===== config.mk =====
export PLATFORM = sky130hd
export DESIGN_NAME = nibble_serial_adder
export DESIGN_NICKNAME = d
export VERILOG_FILES = /design/src/rtl/nibble_serial_adder_pkg.sv /design/src/rtl/nibble_serial_adder_carry_select_adder.sv /design/src/rtl/nibble_serial_adder.sv
export SDC_FILE = /design/constraint.sdc
export NUM_CORES = 1
export LEC_CHECK = 0
export CAP_MARGIN = 0
export CELL_PAD_IN_SITES_DETAIL_PLACEMENT = 2
export CELL_PAD_IN_SITES_GLOBAL_PLACEMENT = 2
export CORE_AREA = 8 8 110 87
export DETAILED_ROUTE_END_ITERATION = 8
export DIE_AREA = 0 0 118 95
export PLACE_DENSITY = 0.82
export SETUP_SLACK_MARGIN = 0.3
export SLEW_MARGIN = 20
export SYNTH_ARGS = -nofsm -noshare
export SYNTH_HDL_FRONTEND = slang
export SYNTH_SLANG_ARGS = --single-unit

===== constraint.sdc =====
create_clock -name clk -period 3.3 [get_ports clk]
set_input_delay 0.33 -clock clk [delete_from_list [all_inputs] [get_ports clk]]
set_output_delay 0.33 -clock clk [all_outputs]
set_load 0.02 [all_outputs]

===== src/rtl/nibble_serial_adder_pkg.sv =====
// adder_pkg: FSM state encoding and nibble width shared by the serial adder
package adder_pkg;
  typedef enum logic [1:0] {IDLE = 2'd0, RUN = 2'd1, DONE = 2'd2} state_t;
  localparam int NIBBLE_W = 4;
endpackage


===== src/rtl/nibble_serial_adder_carry_select_adder.sv =====
// carry_select_adder: 4-bit adder, low pair ripples while the high pair is precomputed for both carries
module carry_select_adder
  import adder_pkg::*;
(
  input  logic [NIBBLE_W-1:0] a,
  input  logic [NIBBLE_W-1:0] b,
  input  logic                cin,
  output logic [NIBBLE_W-1:0] sum,
  output logic                cout
);
  logic [2:0] w_lo;
  logic [2:0] w_hi0;
  logic [2:0] w_hi1;
  assign w_lo  = {1'b0, a[1:0]} + {1'b0, b[1:0]} + {2'b0, cin};
  assign w_hi0 = {1'b0, a[3:2]} + {1'b0, b[3:2]};
  assign w_hi1 = w_hi0 + 3'd1;
  assign sum   = {w_lo[2] ? w_hi1[1:0] : w_hi0[1:0], w_lo[1:0]};
  assign cout  = w_lo[2] ? w_hi1[2] : w_hi0[2];
endmodule


===== src/rtl/nibble_serial_adder.sv =====
// nibble_serial_adder: WIDTH-bit add performed one nibble per cycle through a single 4-bit slice
module nibble_serial_adder
  import adder_pkg::*;
#(
  parameter int WIDTH = 16
) (
  input  logic             clk,
  input  logic             rst,
  input  logic             in_valid,
  output logic             in_ready,
  input  logic [WIDTH-1:0] a,
  input  logic [WIDTH-1:0] b,
  input  logic             cin,
  output logic             out_valid,
  input  logic             out_ready,
  output logic [WIDTH-1:0] sum,
  output logic             cout
);
  localparam int NIB = WIDTH / NIBBLE_W;
  localparam int CW  = $clog2(NIB) + 1;
  state_t               r_state;
  state_t               w_next;
  logic [WIDTH-1:0]     r_a;
  logic [WIDTH-1:0]     r_b;
  logic [WIDTH-1:0]     r_sum;
  logic                 r_carry;
  logic [CW-1:0]        r_cnt;
  logic [NIBBLE_W-1:0]  w_s;
  logic                 w_co;
  carry_select_adder u_csa (
    .a   (r_a[NIBBLE_W-1:0]),
    .b   (r_b[NIBBLE_W-1:0]),
    .cin (r_carry),
    .sum (w_s),
    .cout(w_co)
  );
  // state register
  always_ff @(posedge clk)
    r_state <= rst ? IDLE : w_next;
  // next-state: accept in IDLE, leave RUN after the last nibble, leave DONE on handshake
  always_comb
    w_next = r_state == IDLE ? (in_valid ? RUN : IDLE) :
             r_state == RUN  ? (r_cnt == CW'(NIB - 1) ? DONE : RUN) :
             r_state == DONE ? (out_ready ? IDLE : DONE) : IDLE;
  // outputs decoded from registered state; only rst reaches in_ready combinationally
  always_comb begin
    in_ready  = r_state == IDLE && !rst;
    out_valid = r_state == DONE;
    sum       = r_sum;
    cout      = r_carry;
  end
  // datapath: capture operands on accept, then shift one nibble per RUN cycle
  always_ff @(posedge clk) begin
    if (rst) begin
      r_a     <= '0;
      r_b     <= '0;
      r_sum   <= '0;
      r_carry <= 1'b0;
      r_cnt   <= '0;
    end else if (r_state == IDLE && in_valid) begin
      r_a     <= a;
      r_b     <= b;
      r_carry <= cin;
      r_cnt   <= '0;
    end else if (r_state == RUN) begin
      r_sum   <= WIDTH'({w_s, r_sum} >> NIBBLE_W);
      r_carry <= w_co;
      r_a     <= r_a >> NIBBLE_W;
      r_b     <= r_b >> NIBBLE_W;
      r_cnt   <= r_cnt + CW'(1);
    end
  end
endmodule


## Word-level counts from Yosys, hierarchy flattened

Cells that the tools add are included.

- Bits in registers: 54
- Input bits: 37
- Output and inout bits: 19
- Logic and storage cells: 36

- Add/subtract/negate cells: 5
- Eq/ne operators: 3
- Muxes and demuxes: 14
- Bitwise gates (word level): 1
- Reductions and logical operators: 7

Operators by type and width:

| operator | number |
|---|---|
| $mux W16 | 4 |
| $mux W2 | 6 |
| $add A2 B2 Y3 | 2 |
| $add A3 B1 Y3 const B | 2 |
| $mux W1 | 4 |
| $add A3 B1 Y3 | 1 |
| $eq A3 B2 Y1 const B | 1 |
| $eq A2 B1 Y1 const B | 1 |
| $eq A2 B2 Y1 const B | 1 |
| $logic_and A1 B1 Y1 | 2 |
| $logic_not A2 Y1 | 1 |
| $reduce_and A2 Y1 | 1 |
| $reduce_bool A2 Y1 | 1 |
| $reduce_or A2 Y1 | 1 |
| $logic_not A1 Y1 | 1 |
| $not A1 Y1 | 1 |

## Longest topological paths before layout

- Word-level depth: 5
- Depth in mapped cells: 7

## Cells and area by module

A second synthesis with hierarchy kept.

- Cells, all modules: 303
- Area, all modules: 2451.1 um^2

By module, submodules not included:

| module | times used | cells an instance | area each (um^2) |
|---|---|---|---|
| nibble_serial_adder | 1 | 284 | 2299.7 |
| carry_select_adder | 1 | 19 | 151.4 |

## Worst setup path before layout

OpenSTA, ideal clock, no wires.

- Path kind: flip-flop to flip-flop
- Start point: register r_carry, in the netlist cout
- End point: register r_carry, in the netlist cout
- Data arrival time: 1554 ps
- Slack: 1613 ps
- Cell stages (with the launch flop): 8
- Period minus slack after synthesis: 1687 ps
- Cells stage by stage: dfxtp_1 > inv_1 > fa_1 > inv_1 > fa_1 > a21boi_0 > o21ai_0 > a31oi_1

- Longest elaborated chain between the ends: 4

Ends and longest elaborated chain:

| element | RTL line | RTL |
|---|---|---|
| from (decl) | nibble_serial_adder.sv:26 | `logic r_carry;` |
| from (signal assigned) | nibble_serial_adder.sv:63 | `r_carry <= cin;` |
| from (signal assigned) | nibble_serial_adder.sv:67 | `r_carry <= w_co;` |
| $add A3 B1 Y3 | nibble_serial_adder_carry_select_adder.sv:14 | `assign w_lo = {1'b0, a[1:0]} + {1'b0, b[1:0]} + {2'b0, cin};` |
| $mux W1 | nibble_serial_adder_carry_select_adder.sv:18 | `assign cout = w_lo[2] ? w_hi1[2] : w_hi0[2];` |
| $mux W1 | nibble_serial_adder.sv:65 | `end else if (r_state == RUN) begin` |
| $mux W1 | nibble_serial_adder.sv:60 | `end else if (r_state == IDLE && in_valid) begin` |

Every way passes these cells. The select of a mux whose other input is x is not followed.
A chain may end at the register's enable or synchronous reset.

## Final worst setup path

- Start point: register r_state[0]
- End point: output in_ready

- Longest elaborated chain between the ends: 2

Ends and longest elaborated chain:

| element | RTL line | RTL |
|---|---|---|
| from (decl) | nibble_serial_adder.sv:21 | `state_t r_state;` |
| from (signal assigned) | nibble_serial_adder.sv:39 | `r_state <= rst ? IDLE : w_next;` |
| $logic_not A2 Y1 | nibble_serial_adder.sv:47 | `in_ready = r_state == IDLE && !rst;` |
| $logic_and A1 B1 Y1 | nibble_serial_adder.sv:47 |  |
| to (decl) | nibble_serial_adder.sv:10 | `output logic in_ready,` |

Every way passes these cells.

==> run metrics <==
worst hold slack 467.2 ps; synthesized area 2341 um2; Syn Nets 314; DR vias 2104; utilization after layout 0.3903; Placed Area 2909 um2; hold crit path type flip-flop to flip-flop; ratio of cells with drive above 1 in the final layout 0.04823; Max clock buf depth 2; pre-CTS setup slack 992.1 ps; status finished, final reports clean; Final #Nets 355; Fin Setup TNS 0 ps; diode count 0; fin crit share 0.6668; Syn Inst Count 270; design area 3022 um2; CP endpoint kind output pin; Startpoint Class flip-flop; CTS resizes 0; Peak VDD IR 252.0 uV; Final Max Slew Viols 0; syn_area_per_cell 8.670 um2; Leakage 1.079 nW; initial antenna violation count 0; Post-Layout Cell Count 416; critical path type flip-flop to output pin; Inst Count DP 409; die width 118 um; antenna viol nets, final 0; WL final 7163 um; GRT Total Usage 0.1302; RD Place Congestion 0.7216; DRC errors left 0; total CTS buffers 5; f_max 454.4 MHz; post-CTS setup buffers 0; clk sink count 54; Hold Fails Final Rpt 0; number of hold buffers added after cts 0; Netlist cell types 31; Max Cap Viol 0; Fillers 887; Core Region 7742 um2; PD cells 480.1 nW/um2; Synth Register Bits 54; P&R area growth vs syn 29.08%; die height 95 um; crit path DAT 1870 ps; final worst slack 1099 ps; slew margin rel. 0.3830; YS warnings 0; die area 11210 um2; critical path data required time 2970 ps; Vias/cell 5.058; clock slew seen by the registers of the worst setup and hold paths 90 ps; Setup violations, final 0; RSZ-0062 raised after global routing false; Initial DRT Pass Iterations 4; H-tree lvl count 2; TritonCTS clock tree done; 1st-iter DRT viols 66; Root Buffer clkbuf_8; worst-margin pin slew 925.5 ps; Top-Level Pins 56; detailed placement HPWL 5212 um; largest net degree at the start of global routing 55; Congestion Overflow GR 0; global-route wire length before repair 11900 um; Initial Utilization 0.3024; crit-path max FO 20; cell row count 28; clock latency on the worst-skew pair 310 ps; register area share after synthesis 0.4618; Tot Pwr 1.451 mW; Final Critical Period 2201 ps; Worst Skew 9.383 ps; vias in the first global route 2362; port bufs 55; Avg WL per Cell 17.22 um
critical path, cell delays in order (launching register included):
cell,delay [ps]
dfxtp_1,540
nor3_1,350
clkdlybuf4s50_1,670
where the power goes:
group | switching (mW) | internal [mW]
logic | 0.135 | 0.122
clock network | 0.216 | 0.243
registers | 0.0370 | 0.698
Yosys cell counts:
master | instances | area, um2
and3b_1 | 1 | 8.760
a2111oi_2 | 1 | 15.01
nor3_1 | 3 | 15.01
o21ba_4 | 1 | 16.27
nor3b_2 | 1 | 12.51
a31oi_1 | 1 | 6.260
o2bb2ai_1 | 11 | 96.34
nor2b_1 | 2 | 12.51
or3b_1 | 1 | 8.760
clkbuf_1 | 9 | 33.78
nand3_1 | 9 | 45.04
xnor2_1 | 2 | 17.52
o21ai_0 | 1 | 5.000
ha_1 | 4 | 50.05
buf_6 | 2 | 22.52
a21boi_0 | 1 | 7.510
buf_4 | 4 | 30.03
dfxtp_1 | 54 | 1081
nand2b_1 | 2 | 12.51
buf_2 | 8 | 40.04
and2b_1 | 1 | 7.510
o22ai_1 | 13 | 81.33
nand2_1 | 35 | 131.4
nor2_1 | 40 | 150.1
a21oi_1 | 21 | 105.1
inv_1 | 8 | 30.03
o21ai_2 | 1 | 8.760
a22oi_1 | 1 | 7.510
a211oi_1 | 27 | 202.7
fa_1 | 3 | 60.06
mux2i_1 | 2 | 20.02
layer usage:
layer | GRT usage | part of all wire
met5 | 0 | 0
met4 | 0.03613 | 0.0091
met3 | 0.03041 | 0.033
met2 | 0.2259 | 0.48
met1 | 0.1602 | 0.47
final cells by class:
type                            count  area (um2)  share of cell area
Clock inverter                      1       30.03            0.009938
Multi-Input combinational cell    185        1106              0.3660
Tap cell                          105       131.4             0.04348
Clock buffer                        6       82.58             0.02733
Sequential cell                    54        1081              0.3578
Timing Repair Buffer               57       560.5              0.1855
Inverter                            8       30.03            0.009938
sequential cells by signal, indices dropped and copies added, names as in the netlist:
register,flops
cout,1
r_a,16
r_b,16
r_cnt,3
r_state,2
sum,16
cells in the final DEF (no fill, tap or decap), drive strengths merged:
master,instances
a31oi,1
and2b,1
o2bb2ai,11
or3b,1
dfxtp,54
a22oi,1
nand2b,2
nor2,40
o21ba,1
a211oi,27
nand3,9
nor3b,1
and3b,1
clkbuf,6
clkdlybuf4s50,54
o22ai,13
nand2,35
nor2b,2
bufinv,1
mux2i,2
xnor2,2
nor3,3
a2111oi,1
inv,8
ha,4
buf,3
fa,3
o21ai,2
a21oi,21
a21boi,1
cells by family (layout without fill, tap and decap cells):
logic type / after synthesis / count (layout) / synth area share
AOI/OAI and AO/OA: 79 / 79 / 0.2357
adders and majority gates: 7 / 7 / 0.04704
buffers and inverters: 31 / 72 / 0.06681
and+or+nand+nor: 95 / 95 / 0.1726
DFF: 54 / 54 / 0.4618
xor gates and xnor gates: 2 / 2 / 0.007484
muxes: 2 / 2 / 0.008552
worst paths after layout:
check / start / end / slack [ps] / cells past startpoint
worst max-delay path: r_state[0] / in_ready / 1100 / 2
worst min-delay path: sum[2] / sum[2] / 470 / 2
worst max register to register: r_state[0] / r_cnt[2] / 1130 / 4
worst min register to register: sum[2] / sum[2] / 470 / 2
Power figures use the tool's default switching activity.
